### config.mk
export PLATFORM = sky130hd
export DESIGN_NAME = mul_job_sequencer_flat
export DESIGN_NICKNAME = d
export VERILOG_FILES = /design/src/rtl/mul_job_sequencer_if.sv /design/src/rtl/mul_job_sequencer.sv /design/src/flat_wrapper.sv
export SDC_FILE = /design/constraint.sdc
export NUM_CORES = 1
export LEC_CHECK = 0
export ABC_CLOCK_PERIOD_IN_PS = 4440
export CAP_MARGIN = 20
export CORE_MARGIN = 2
export CORE_UTILIZATION = 56
export CTS_CLUSTER_DIAMETER = 40
export CTS_CLUSTER_SIZE = 30
export DETAILED_ROUTE_END_ITERATION = 8
export PLACE_DENSITY = 0.81
export SYNTH_ARGS = -nofsm -noshare
export SYNTH_HDL_FRONTEND = slang
export SYNTH_SLANG_ARGS = --single-unit
export TNS_END_PERCENT = 20
### constraint.sdc
create_clock -name clk -period 4.44 [get_ports clk]
set_clock_uncertainty 0.2 [all_clocks]
set_input_delay 0.888 -clock clk [delete_from_list [all_inputs] [get_ports clk]]
set_output_delay 0.888 -clock clk [all_outputs]
set_load 0.01 [all_outputs]
### src/rtl/mul_job_sequencer_if.sv
`default_nettype none
// ============================================================================
// Module   : mul_job_sequencer_if
// Brief    : Register bus between the job sequencer and the multiply/popcount
//            GPIO peripheral.
// Revision : 1.0 - initial release
// ============================================================================
interface mul_job_sequencer_if;
    logic [15:0] saddress;
    logic        swr;
    logic        srd;
    logic [31:0] bus_wdata;
    logic [31:0] bus_rdata;

    modport master (output saddress, output swr, output srd, output bus_wdata, input bus_rdata);
    modport slave  (input saddress, input swr, input srd, input bus_wdata, output bus_rdata);
endinterface
`default_nettype wire

### src/rtl/mul_job_sequencer.sv
`default_nettype none
// ============================================================================
// Module   : mul_job_sequencer
// Brief    : FIFO-fed bus master that runs multiply/popcount jobs on the GPIO
//            peripheral and returns product and popcount on a result port.
// Revision : 1.0 - initial release
// ============================================================================
module mul_job_sequencer #(
    parameter int DEPTH      = 4,
    parameter int POLL_LIMIT = 64
) (
    input  wire                  clk,
    input  wire                  n_reset,
    input  wire                  job_valid,
    output logic                 job_ready,
    input  wire  [23:0]          job_a,
    input  wire  [23:0]          job_b,
    output logic                 res_valid,
    input  wire                  res_ready,
    output logic [31:0]          res_w,
    output logic [5:0]           res_l,
    output logic                 res_timeout,
    mul_job_sequencer_if.master  bus,
    output logic                 busy,
    output logic [15:0]          jobs_done
);
    localparam int AW  = $clog2(DEPTH);
    localparam int PCW = $clog2(POLL_LIMIT + 1);
    localparam logic [PCW-1:0] c_poll_last = PCW'(POLL_LIMIT - 1);
    localparam logic [15:0]    c_addr_a    = 16'h0380;
    localparam logic [15:0]    c_addr_b    = 16'h0388;
    localparam logic [15:0]    c_addr_w    = 16'h0390;
    localparam logic [15:0]    c_addr_l    = 16'h0398;
    localparam logic [15:0]    c_addr_go   = 16'h03A0;

    typedef enum logic [3:0] {
        S_IDLE  = 4'd0,
        S_WR_A  = 4'd1,
        S_WR_B  = 4'd2,
        S_WR_GO = 4'd3,
        S_POLL  = 4'd4,
        S_RD_W  = 4'd5,
        S_RD_L  = 4'd6,
        S_OUT   = 4'd7
    } state_t;

    typedef enum logic [1:0] {
        PH_SETUP  = 2'd0,
        PH_STROBE = 2'd1,
        PH_HOLD   = 2'd2
    } phase_t;

    state_t          r_state;
    phase_t          r_phase;
    logic [23:0]     r_a;
    logic [23:0]     r_b;
    logic [PCW-1:0]  r_poll_cnt;
    logic [15:0]     r_saddress;
    logic            r_swr;
    logic            r_srd;
    logic [31:0]     r_wdata;
    logic            r_res_valid;
    logic [31:0]     r_res_w;
    logic [5:0]      r_res_l;
    logic            r_res_timeout;
    logic [15:0]     r_jobs_done;

    logic [47:0]     r_mem [DEPTH];
    logic [AW:0]     r_wr_ptr;
    logic [AW:0]     r_rd_ptr;
    logic            w_empty;
    logic            w_full;
    logic            w_push;
    logic            w_pop;
    logic [47:0]     w_head;
    logic            w_is_write;

    // Pointers carry one extra wrap bit so full and empty are distinguishable.
    assign w_empty    = (r_wr_ptr == r_rd_ptr);
    assign w_full     = (r_wr_ptr[AW] != r_rd_ptr[AW]) && (r_wr_ptr[AW-1:0] == r_rd_ptr[AW-1:0]);
    assign w_push     = job_valid && !w_full;
    assign w_pop      = (r_state == S_IDLE) && !w_empty;
    assign w_head     = r_mem[r_rd_ptr[AW-1:0]];
    assign w_is_write = (r_state == S_WR_A) || (r_state == S_WR_B) || (r_state == S_WR_GO);

    always_ff @(posedge clk or negedge n_reset) begin
        if (!n_reset) begin
            r_wr_ptr <= '0;
            r_rd_ptr <= '0;
            for (int i = 0; i < DEPTH; i++) begin
                r_mem[i] <= '0;
            end
        end else begin
            if (w_push) begin
                r_mem[r_wr_ptr[AW-1:0]] <= {job_a, job_b};
                r_wr_ptr                <= r_wr_ptr + (AW+1)'(1);
            end
            if (w_pop) begin
                r_rd_ptr <= r_rd_ptr + (AW+1)'(1);
            end
        end
    end

    always_ff @(posedge clk or negedge n_reset) begin
        if (!n_reset) begin
            r_state       <= S_IDLE;
            r_phase       <= PH_SETUP;
            r_a           <= '0;
            r_b           <= '0;
            r_poll_cnt    <= '0;
            r_saddress    <= '0;
            r_swr         <= 1'b0;
            r_srd         <= 1'b0;
            r_wdata       <= '0;
            r_res_valid   <= 1'b0;
            r_res_w       <= '0;
            r_res_l       <= '0;
            r_res_timeout <= 1'b0;
            r_jobs_done   <= '0;
        end else begin
            case (r_state)
                S_IDLE: begin
                    if (!w_empty) begin
                        r_a           <= w_head[47:24];
                        r_b           <= w_head[23:0];
                        r_poll_cnt    <= '0;
                        r_res_timeout <= 1'b0;
                        r_state       <= S_WR_A;
                        r_phase       <= PH_SETUP;
                        r_saddress    <= c_addr_a;
                        r_wdata       <= {8'h00, w_head[47:24]};
                    end
                end
                S_OUT: begin
                    if (res_ready) begin
                        r_res_valid <= 1'b0;
                        r_jobs_done <= r_jobs_done + 16'd1;
                        r_state     <= S_IDLE;
                    end
                end
                default: begin
                    case (r_phase)
                        PH_SETUP: begin
                            r_phase <= PH_STROBE;
                            r_swr   <= w_is_write;
                            r_srd   <= !w_is_write;
                        end
                        PH_STROBE: begin
                            r_phase <= PH_HOLD;
                            r_swr   <= 1'b0;
                            r_srd   <= 1'b0;
                        end
                        default: begin
                            // End of HOLD: launch the next access's SETUP or leave the bus idle.
                            r_phase    <= PH_SETUP;
                            r_saddress <= '0;
                            r_wdata    <= '0;
                            case (r_state)
                                S_WR_A: begin
                                    r_state    <= S_WR_B;
                                    r_saddress <= c_addr_b;
                                    r_wdata    <= {8'h00, r_b};
                                end
                                S_WR_B: begin
                                    r_state    <= S_WR_GO;
                                    r_saddress <= c_addr_go;
                                    r_wdata    <= 32'h1;
                                end
                                S_WR_GO: begin
                                    r_state    <= S_POLL;
                                    r_saddress <= c_addr_go;
                                end
                                S_POLL: begin
                                    if (bus.bus_rdata[1]) begin
                                        r_state    <= S_RD_W;
                                        r_saddress <= c_addr_w;
                                    end else if (r_poll_cnt == c_poll_last) begin
                                        r_poll_cnt    <= r_poll_cnt + PCW'(1);
                                        r_res_timeout <= 1'b1;
                                        r_res_w       <= '0;
                                        r_res_l       <= '0;
                                        r_res_valid   <= 1'b1;
                                        r_state       <= S_OUT;
                                    end else begin
                                        r_poll_cnt <= r_poll_cnt + PCW'(1);
                                        r_saddress <= c_addr_go;
                                    end
                                end
                                S_RD_W: begin
                                    r_res_w    <= bus.bus_rdata;
                                    r_state    <= S_RD_L;
                                    r_saddress <= c_addr_l;
                                end
                                S_RD_L: begin
                                    r_res_l     <= bus.bus_rdata[5:0];
                                    r_res_valid <= 1'b1;
                                    r_state     <= S_OUT;
                                end
                                default: r_state <= S_IDLE;
                            endcase
                        end
                    endcase
                end
            endcase
        end
    end

    assign job_ready     = !w_full;
    assign busy          = (r_state != S_IDLE) || !w_empty;
    assign res_valid     = r_res_valid;
    assign res_w         = r_res_w;
    assign res_l         = r_res_l;
    assign res_timeout   = r_res_timeout;
    assign jobs_done     = r_jobs_done;
    assign bus.saddress  = r_saddress;
    assign bus.swr       = r_swr;
    assign bus.srd       = r_srd;
    assign bus.bus_wdata = r_wdata;
endmodule
`default_nettype wire
### src/flat_wrapper.sv
// flat-port wrapper written by rule: the top's interface ports become plain ports
module mul_job_sequencer_flat 
#(
    parameter int DEPTH      = 4,
    parameter int POLL_LIMIT = 64
)
  (clk, n_reset, job_valid, job_ready, job_a, job_b, res_valid, res_ready, res_w, res_l, res_timeout, busy, jobs_done, bus_saddress, bus_swr, bus_srd, bus_bus_wdata, bus_bus_rdata);
  mul_job_sequencer_if bus_i ();
  input  wire clk;
  input  wire n_reset;
  input  wire job_valid;
  output logic job_ready;
  input  wire  [23:0] job_a;
  input  wire  [23:0] job_b;
  output logic res_valid;
  input  wire res_ready;
  output logic [31:0] res_w;
  output logic [5:0] res_l;
  output logic res_timeout;
  output logic busy;
  output logic [15:0] jobs_done;
  output wire logic [$bits(bus_i.saddress)-1:0] bus_saddress;
  output wire logic [$bits(bus_i.swr)-1:0] bus_swr;
  output wire logic [$bits(bus_i.srd)-1:0] bus_srd;
  output wire logic [$bits(bus_i.bus_wdata)-1:0] bus_bus_wdata;
  input wire logic [$bits(bus_i.bus_rdata)-1:0] bus_bus_rdata;
  assign bus_saddress = bus_i.saddress;
  assign bus_swr = bus_i.swr;
  assign bus_srd = bus_i.srd;
  assign bus_bus_wdata = bus_i.bus_wdata;
  assign bus_i.bus_rdata = bus_bus_rdata;
  mul_job_sequencer #(.DEPTH(DEPTH), .POLL_LIMIT(POLL_LIMIT)) u_core (.clk(clk), .n_reset(n_reset), .job_valid(job_valid), .job_ready(job_ready), .job_a(job_a), .job_b(job_b), .res_valid(res_valid), .res_ready(res_ready), .res_w(res_w), .res_l(res_l), .res_timeout(res_timeout), .bus(bus_i), .busy(busy), .jobs_done(jobs_done));
endmodule
==> results.py, run 1 <==
metrics = {
    "placement": {
        "buffer_ports.inserted": 173,
        "hpwl_microns": 19400,
        "finalWeightedCongestion": 0.785,
        "numPlacedInstances": 1456,
    },
    "timing": {
        "worst_slew_pin_slew_ps": 1130,
        "final.min_clock_period_ps": 3730,
        "timing.max_slew.rel_slack_pct": 24.8,
        "final-hold-violation-count": 0,
        "final_max_slew_viol_count": 0,
        "rsz0062_at_grt": "false",
        "sum_of_negative_setup_slack_ps": 0,
        "max_clock_freq_ghz": 0.268,
        "timing.final.crit_share_pct": 84.1,
        "setup-violations-final": 0,
    },
    "power_and_ir_drop": {
        "leakage_nw": 7.45,
        "vdd_ir_drop_max_v": 0.000370,
        "power-per-cell-area_nw_per_um2": 767,
    },
    "setup_path": {
        "cp.required_ps": 3350,
        "timing_worst_setup_path_type": "reg -> out",
        "critPathLaunchType": "register",
        "maximum_fanout_along_the_worst_path": 28,
        "worst_ep_arrival_time_ps": 2640,
        "critPathCaptureType": "primary output",
        "reg2reg_depth": 5,
    },
    "min_path": {
        "holdCritPathClass": "in -> async",
    },
    "finish": {
        "final_nets": 1260,
        "drive_gt1_share_pct": 27.9,
        "fillerInstances": 1694,
        "multiInputGateArea_sq_um": 5630,
        "sequential_cell_area_sq_um": 8010,
        "final-instance-count-excl-fill": 1529,
        "num_antenna_cells": 0,
        "area.growth.synth_to_final_pct": 22.7,
    },
    "clock_network": {
        "cts_root_buffer": "clkbuf_16",
        "cts_htree_levels": 2,
        "postCtsSetupRepairBufs": 0,
        "cts-buffers-inserted": 41,
        "cts_hold_buf": 0,
        "cts_max_path_buffers": 3,
        "tritoncts": "yes",
        "post_cts_resize_count": 0,
        "clk_pin_slew_ps": 60,
        "clk_latency_ps": 520,
        "cts_num_sinks": 320,
    },
    "synth": {
        "number_of_warnings_printed_during_yosys_synthesis": 0,
        "synth.ff_latch_count": 320,
        "yosys.area.top_type_share_pct": 56.4,
        "synth.top_cells.by_area": "dfrtp_1, mux2_2, mux2i_1, mux4_2, a22o_1",
        "synth.cells.most_frequent": "dfrtp_1, mux2_2, mux2i_1",
        "postSynthCellCount": 1005,
        "synth-seq-area-share_pct": 56.4,
        "synth-async-reset-ratio_pct": 100,
        "synthDominantAreaCellType": "dfrtp_1",
        "per_instance_average_area_after_synthesis_sq_um": 14.1,
        "synth_edf_count": 0,
        "post_synth_num_cell_types": 62,
        "leading_cell_type_by_number_of_instances_after_synthesis": "dfrtp_1",
        "netlist_area_sq_um": 14200,
        "synth_ff_type": "dfrtp_1",
    },
    "run_status": {
        "status": "finished, final reports clean",
    },
    "global_routing": {
        "global_route.overflow_total": 0,
        "first_pass_grt_wire_length_microns": 50100,
        "track_usage_pct": 24.0,
        "number_of_global_route_vias_before_repair": 9159,
        "grt_max_degree": 111,
        "antenna_found_initial": 0,
    },
    "floorplanning": {
        "fp.dieH_microns": 163,
        "die_area_sq_um": 26600,
        "die_w_microns": 163,
        "num_io_pins": 192,
        "core_area_sq_um": 25000,
        "row_count": 58,
        "initial_core_util_pct": 56.7,
    },
    "detailed_routing": {
        "detailedRoute.firstPassIterationCount": 5,
        "routedWlPerCell_microns": 20.4,
        "drt_iter0_markers": 559,
        "post_drt_via_cell_ratio": 5.77,
        "drc": 0,
        "routed-via-count": 8824,
        "detail-route-antenna-nets": 0,
        "route.final.wire_length_microns": 31200,
    },
    "flow_run": {
        "timing.max_cap.violations": 0,
    },
}
[area by class of cell]
type / count / share of cell area (%)
Sequential cell: 320 / 46.0
Multi-Input combinational cell: 587 / 32.4
Timing Repair Buffer: 190 / 11.0
Clock buffer: 53 / 6.38
Tap cell: 330 / 2.37
Clock inverter: 20 / 1.25
Inverter: 29 / 0.625
[power by group]
part,total (W),internal (W),switching (W)
Clock,0.00321,0.00192,0.00128
Sequential,0.00512,0.00427,0.000851
Combinational,0.00504,0.00285,0.00219
Total,0.0134,0.00904,0.00432
[through the flow]
step                      power, W  area, sq um  hold slack [ps]  setup WS (ps)  util [%]
after CTS                   0.0135        17400              112            693      69.5
after detailed placement    0.0102        16100              274           1150      64.2
after global routing        0.0141        17400              126            633      69.5
after global placement     0.00995        16100              261           1190      64.2
final                       0.0134        17400              103            708      69.5
after floorplan            0.00859        14300              253           2000         -
[sequential cells by signal, indices dropped and copies added, names as in the netlist, 3 cells and up]
signal                count
u_core.r_state            3
u_core.r_mem            192
u_core.r_wr_ptr           3
u_core.res_l              6
u_core.bus.saddress       4
u_core.res_w             32
u_core.r_poll_cnt         7
u_core.r_b               24
u_core.r_rd_ptr           3
u_core.jobs_done         16
u_core.bus.bus_wdata     24
[routing by layer]
metal  global-route usage (%)  part of all wire, %  up-vias
li1                         -                    -     3940
met1                     32.6                   43     4569
met2                     39.5                   49      270
met3                     4.57                  5.8       45
met4                     7.44                  2.4        0
met5                        0                    0        -
[final timing paths]
path	start	to	slack [ps]
setup / recovery	u_core.r_state[2]	busy	710
hold / removal	n_reset	u_core.jobs_done[12]	100
setup reg to reg	u_core.r_rd_ptr[1]	u_core.bus.bus_wdata[6]	1320
hold reg to reg	u_core.jobs_done[15]	u_core.jobs_done[15]	280
max in group asynchronous	n_reset	u_core.res_w[23]	2890
min in group clk	u_core.jobs_done[15]	u_core.jobs_done[15]	280
[kinds of logic after synthesis]
logic type / synth area share [%]
AO/OA/AOI/OAI: 6.21
XOR/XNOR: 1.72
adder cells (fa/ha/maj): 0.617
buffers and inverters: 4.50
flip-flops: 56.4
multiplexers: 26.7
other: 0.0264
AND/OR/NAND/NOR: 3.78
[placed cells by master, fill, tap and decap left out, types with 10 or more instances in the layout]
master           instances
conb_1                  18
mux4_2                  24
xnor2_1                 19
clkbuf_16               41
nand3_1                 17
clkdlybuf4s50_1        172
nand2_1                 21
mux2i_1                 71
dfrtp_1                318
mux2_4                  10
nor2_1                  11
o22ai_1                 22
inv_1                   29
mux2_2                 198
a21oi_1                 27
o21ai_0                 12
buf_4                   13
mux2_1                  14
a22o_1                  36
[critical path: stages (launching register included)]
cell	delay (ps)
dfrtp_1	360
buf_4	230
or3_4	450
nor4_4	490
inv_1	100
clkdlybuf4s50_1	490
(Power assumes the default switching activity.)
==> run 2, diff against run 1 <==
- ABC_CLOCK_PERIOD_IN_PS: 4440 -> 3900
- CORE_UTILIZATION: 56 -> 55
- PLACE_DENSITY: 0.81 -> 0.8
- clock period: 4.44 -> 3.9 ns (I/O delays scaled with it)
==> run 2 against run 1 <==
Compared with the run above: global-route usage rose by 0.41 points; sequential cell count unchanged; sequential share of layout area decreased by 0.56 points; design area rose by 1.2%; clock power increased by 24%; critical path type unchanged; critical path depth shrank 1; core utilization up 0.24 points; critical endpoint unchanged.
==> results.py, run 2 (same netlist as run 1, synthesis figures left out) <==
metrics = {
    "finish": {
        "final_nets": 1267,
        "area.growth.synth_to_final_pct": 24.2,
        "num_antenna_cells": 0,
        "layout.core_utilization_pct": 69.8,
        "drive_gt1_share_pct": 29.1,
        "layout_commonest_cell": "dfrtp_1",
        "final-instance-count-excl-fill": 1539,
        "largest_reg_by_ff_count": "u_core.r_mem",
        "largest_register_ff_count": 192,
        "final_cell_mix": "dfrtp_1, mux2_2, clkdlybuf4s50_1",
    },
    "power_and_ir_drop": {
        "cell_internal_pwr_w": 0.0105,
        "power-per-cell-area_nw_per_um2": 885,
        "vdd_ir_drop_max_v": 0.000479,
        "p_clk_share_pct": 25.6,
        "swShare_pct": 32.4,
        "combinationalPowerShare_pct": 37.0,
        "leakage_nw": 7.55,
        "power.share.sequential_pct": 37.4,
        "p_sw_w": 0.00506,
        "power_w": 0.0156,
    },
    "detailed_routing": {
        "detailedRoute.firstPassIterationCount": 5,
        "routed-via-count": 8889,
        "drt_iter0_markers": 502,
        "drc": 0,
        "detail-route-antenna-nets": 0,
        "route.final.wire_length_microns": 32200,
        "post_drt_via_cell_ratio": 5.78,
        "routedWlPerCell_microns": 21.0,
    },
    "global_routing": {
        "antenna_found_initial": 1,
        "global_route.overflow_total": 0,
        "first_pass_grt_wire_length_microns": 51100,
        "number_of_global_route_vias_before_repair": 9409,
        "grt_max_degree": 104,
        "track_usage_pct": 24.4,
    },
    "setup_path": {
        "maximum_fanout_along_the_worst_path": 25,
        "cp.required_ps": 2920,
        "critPathCaptureType": "primary output",
        "critPathLaunchType": "register",
        "worst_ep_arrival_time_ps": 2550,
        "timing_worst_setup_path_type": "reg -> out",
    },
    "floorplanning": {
        "initial_core_util_pct": 56.2,
        "fp.dieH_microns": 165,
        "die_w_microns": 165,
        "row_count": 58,
        "num_io_pins": 192,
        "core_area_sq_um": 25300,
        "die_area_sq_um": 27100,
    },
    "timing": {
        "timing.final.crit_share_pct": 90.5,
        "final.min_clock_period_ps": 3530,
        "worst_slew_pin_slew_ps": 880,
        "sum_of_negative_setup_slack_ps": 0,
        "final-hold-violation-count": 0,
        "max_clock_freq_ghz": 0.283,
        "rsz0062_at_grt": "false",
        "setup-violations-final": 0,
        "final_max_slew_viol_count": 0,
        "timing.max_slew.rel_slack_pct": 41.3,
    },
    "flow_run": {
        "timing.max_cap.violations": 0,
    },
    "placement": {
        "numPlacedInstances": 1463,
        "finalWeightedCongestion": 0.776,
        "hpwl_microns": 20200,
        "buffer_ports.inserted": 173,
    },
    "clock_network": {
        "cts_root_buffer": "clkbuf_16",
        "cts-buffers-inserted": 41,
        "clk_latency_ps": 530,
        "cts_htree_levels": 2,
        "cts_num_sinks": 320,
        "tritoncts": "yes",
        "cts_hold_buf": 0,
        "cts_max_path_buffers": 3,
        "post_cts_resize_count": 0,
        "postCtsSetupRepairBufs": 0,
        "clk_pin_slew_ps": 60,
    },
    "min_path": {
        "holdCritPathClass": "in -> async",
    },
    "run_status": {
        "status": "finished, final reports clean",
    },
}
## run 2: cell count changes in the layout (fill, tap and decap cells not counted)
cell        delta
clkinvlp_4     +4
inv_8          +2
clkbuf_1       -8
clkbuf_8       -3
clkinv_2       +2
inv_6          +1
bufinv_16      +3
clkinv_4       -1
buf_12         +1
clkinv_8       +1
buf_4          +6
clkbuf_16      +2
## run 2: layout make-up
| type | instances | area [sq um] |
|---|---|---|
| Timing Repair Buffer | 197 | 1980 |
| Tap cell | 330 | 413 |
| Multi-Input combinational cell | 587 | 5630 |
| Sequential cell | 320 | 8010 |
| Clock inverter | 32 | 387 |
| Clock buffer | 44 | 1090 |
| Fill cell | 1722 | 7630 |
| Inverter | 29 | 109 |
## run 2: per-stage QoR
stage                     setup slack (ps)  hold WS (ps)  instance area, sq um
after floorplan                       1570           253                 14300
after global placement                 925           262                 16100
after detailed placement               876           267                 16100
after CTS                              358           126                 17600
after global routing                   291           161                 17600
final                                  369          94.4                 17600
## run 2: power by group through the flow
stage | clock network, W | logic [W] | registers (W)
floorplan | 0 | 0.00416 | 0.00561
global placement | 0 | 0.00560 | 0.00576
detailed placement | 0 | 0.00577 | 0.00585
CTS | 0.00406 | 0.00583 | 0.00582
global route | 0.00422 | 0.00624 | 0.00600
finish | 0.00399 | 0.00578 | 0.00583
## run 2: worst paths after layout
kind / start / slack, ps / cells after the start / to
worst max register to register: u_core.r_rd_ptr[1] / 1190 / 4 / u_core.r_b[10]
min in group clk: u_core.jobs_done[15] / 270 / 1 / u_core.jobs_done[15]
max in group asynchronous: n_reset / 2420 / 2 / u_core.r_mem[129]
worst min register to register: u_core.jobs_done[15] / 270 / 1 / u_core.jobs_done[15]
worst max-delay path: u_core.r_rd_ptr[1] / 370 / 4 / busy
worst min-delay path: n_reset / 90 / 1 / u_core.jobs_done[14]
## run 2: worst max-delay path: stages, from the launching register on
cell and delay (ps):
dfrtp_4 660, xor2_1 270, nor4_4 480, inv_1 110
clkdlybuf4s50_1 490
## run 2: layer usage
| metal | vias up | wire length, microns | global-route usage (%) |
|---|---|---|---|
| met5 | - | 11 | 0 |
| met4 | 2 | 865 | 8.50 |
| met3 | 62 | 2190 | 5.58 |
| met2 | 280 | 15800 | 41.0 |
| met1 | 4581 | 13400 | 31.4 |
| li1 | 3964 | - | - |
==> run 3, diff against run 2 <==
- ABC_CLOCK_PERIOD_IN_PS: 3900 -> 3000
- CORE_UTILIZATION: 55 -> 50
- PLACE_DENSITY: 0.8 -> 0.77
- TNS_END_PERCENT: 20 -> 5
- clock period: 3.9 -> 3 ns (I/O delays scaled with it)
==> run 3 against run 2 <==
Compared with the run above: non-clock buffer count increased by 12; global-route usage decreased by 2.2 points; sequential cell count unchanged; critical path depth decreased by 1; clock-buffer cell count decreased by 1; worst setup slack got worse by 240 ps; routed wire length about the same; sequential power increased by 28%; total power increased by 29%; via count decreased by 0.64%; highest routed layer unchanged.
==> results.py, run 3 (same netlist as run 1, synthesis figures left out) <==
metrics = {
    "timing": {
        "max_clock_freq_ghz": 0.348,
        "setup-violations-final": 0,
        "timing.final.crit_share_pct": 95.7,
        "worst_slew_pin_slew_ps": 662,
        "rsz0062_at_grt": "false",
        "timing.max_slew.rel_slack_pct": 55.4,
        "final_max_slew_viol_count": 0,
        "final-hold-violation-count": 0,
        "hold-worst-slack_ps": 283,
        "final.min_clock_period_ps": 2870,
        "sum_of_negative_setup_slack_ps": 0,
    },
    "global_routing": {
        "number_of_global_route_vias_before_repair": 9146,
        "global_route.overflow_total": 0,
        "grt_max_degree": 82,
        "first_pass_grt_wire_length_microns": 51000,
        "track_usage_pct": 22.2,
        "antenna_found_initial": 2,
    },
    "setup_path": {
        "r2r_slack_ps": 440,
        "cp_slowest_cell": "clkdlybuf4s50_1",
        "slowest_delay_ps": 540,
        "maximum_fanout_along_the_worst_path": 3,
        "critPathCaptureType": "primary output",
        "reg2reg_depth": 6,
        "cp_num_cells": 3,
        "worst_ep_arrival_time_ps": 2070,
        "timing_worst_setup_path_type": "reg -> out",
        "cpLargestDelayFamily": "buffers and inverters",
        "cells_along_the_critical_path": "xnor2_1, nand3_1, clkdlybuf4s50_1",
        "path_buf_inv": 1,
        "cp.required_ps": 2200,
        "critPathLaunchType": "register",
    },
    "floorplanning": {
        "row_count": 61,
        "die_area_sq_um": 29700,
        "initial_core_util_pct": 50.9,
        "num_io_pins": 192,
        "fp.dieH_microns": 172,
        "die_w_microns": 172,
        "core_area_sq_um": 27900,
    },
    "finish": {
        "multiInputGateArea_sq_um": 5630,
        "sequential_cell_area_sq_um": 8010,
        "post_route_standard_cell_area_excluding_fillers_sq_um": 17700,
        "largest_reg_by_ff_count": "u_core.r_mem",
        "drive_gt1_share_pct": 29.3,
        "layout_commonest_cell": "dfrtp_1",
        "layout.core_utilization_pct": 63.7,
        "fillerInstances": 2088,
        "final_cell_mix": "dfrtp_1, mux2_2, clkdlybuf4s50_1",
        "largest_register_ff_count": 192,
        "final-instance-count-excl-fill": 1595,
        "final_nets": 1277,
        "area.growth.synth_to_final_pct": 25.0,
    },
    "clock_network": {
        "cts_htree_levels": 2,
        "cts_num_sinks": 320,
        "tritoncts": "yes",
        "cts_root_buffer": "clkbuf_16",
        "clk_latency_ps": 540,
        "cts_max_path_buffers": 3,
        "cts-buffers-inserted": 39,
        "clk_pin_slew_ps": 60,
    },
    "detailed_routing": {
        "drt_iter0_markers": 524,
        "post_drt_via_cell_ratio": 5.54,
        "drc": 0,
        "routed-via-count": 8832,
        "detailedRoute.firstPassIterationCount": 4,
        "routedWlPerCell_microns": 20.2,
        "detail-route-antenna-nets": 0,
        "route.final.wire_length_microns": 32300,
    },
    "min_path": {
        "worst_hold_path.num_cells": 1,
        "holdCritPathClass": "reg -> reg",
    },
    "flow_run": {
        "timing.max_cap.violations": 0,
    },
    "placement": {
        "buffer_ports.inserted": 173,
        "finalWeightedCongestion": 0.775,
        "hpwl_microns": 20700,
        "dpl_cell_area_sq_um": 16400,
        "numPlacedInstances": 1522,
    },
    "power_and_ir_drop": {
        "power-per-cell-area_nw_per_um2": 1130,
        "leakage_nw": 7.58,
        "vdd_ir_drop_max_v": 0.000572,
    },
    "run_status": {
        "status": "finished, final reports clean",
    },
}
-- run 3: final timing paths --
| check | from | end |
|---|---|---|
| max in group asynchronous | n_reset | u_core.r_mem[44] |
| worst min-delay path | u_core.r_mem[162] | u_core.r_mem[162] |
| worst max register to register | u_core.r_rd_ptr[1] | u_core.bus.bus_wdata[8] |
| min in group asynchronous | n_reset | u_core.jobs_done[11] |
| worst max-delay path | u_core.r_rd_ptr[1] | job_ready |
| worst min register to register | u_core.r_mem[162] | u_core.r_mem[162] |
-- run 3: worst register-to-register path, delay by kind of cell, from the launching register on --
| family | cells | cell delay [ps] |
|---|---|---|
| muxes | 1 | 290 |
| and+or+nand+nor | 1 | 110 |
| AOI/OAI and AO/OA | 1 | 410 |
| xor gates and xnor gates | 1 | 360 |
| DFF | 1 | 500 |
| buffers and inverters | 2 | 580 |
-- run 3: per-stage QoR --
stage	total power [W]	setup slack, ps
floorplan	0.0127	853
global placement	0.0150	347
detailed placement	0.0153	295
CTS	0.0203	113
global route	0.0213	65.5
finish	0.0201	129
-- run 3: timing repair --
action | in CTS | in global routing
hold endpoints to repair | 73 | 0
endpoints found under the setup margin | 1 | 0
buffers inserted | 0 | 0
hold buffers | 1 | 0
resized for setup | 1 | 0
-- run 3: area by class of cell --
cell class	instances	area share, %
multi-input combinational	587	31.8
clock buffer	43	5.70
inverter	29	0.614
timing repair buffer	209	12.1
sequential	320	45.2
clock inverter	28	1.97
tap	378	2.67
antenna	1	0.0141
-- run 3: routing by layer --
metal	up-vias	GRT usage (%)	routed length, microns	share of wire [%]
li1	3979	-	-	-
met1	4586	28.7	13700	42
met2	219	38.4	16000	49
met3	46	4.55	1980	6.1
met4	2	5.77	627	1.9
met5	-	0	13	0.040
-- run 3: where the power goes --
part	internal, W	switching, W
Sequential	0.00631	0.00116
Combinational	0.00434	0.00339
Clock	0.00295	0.00195
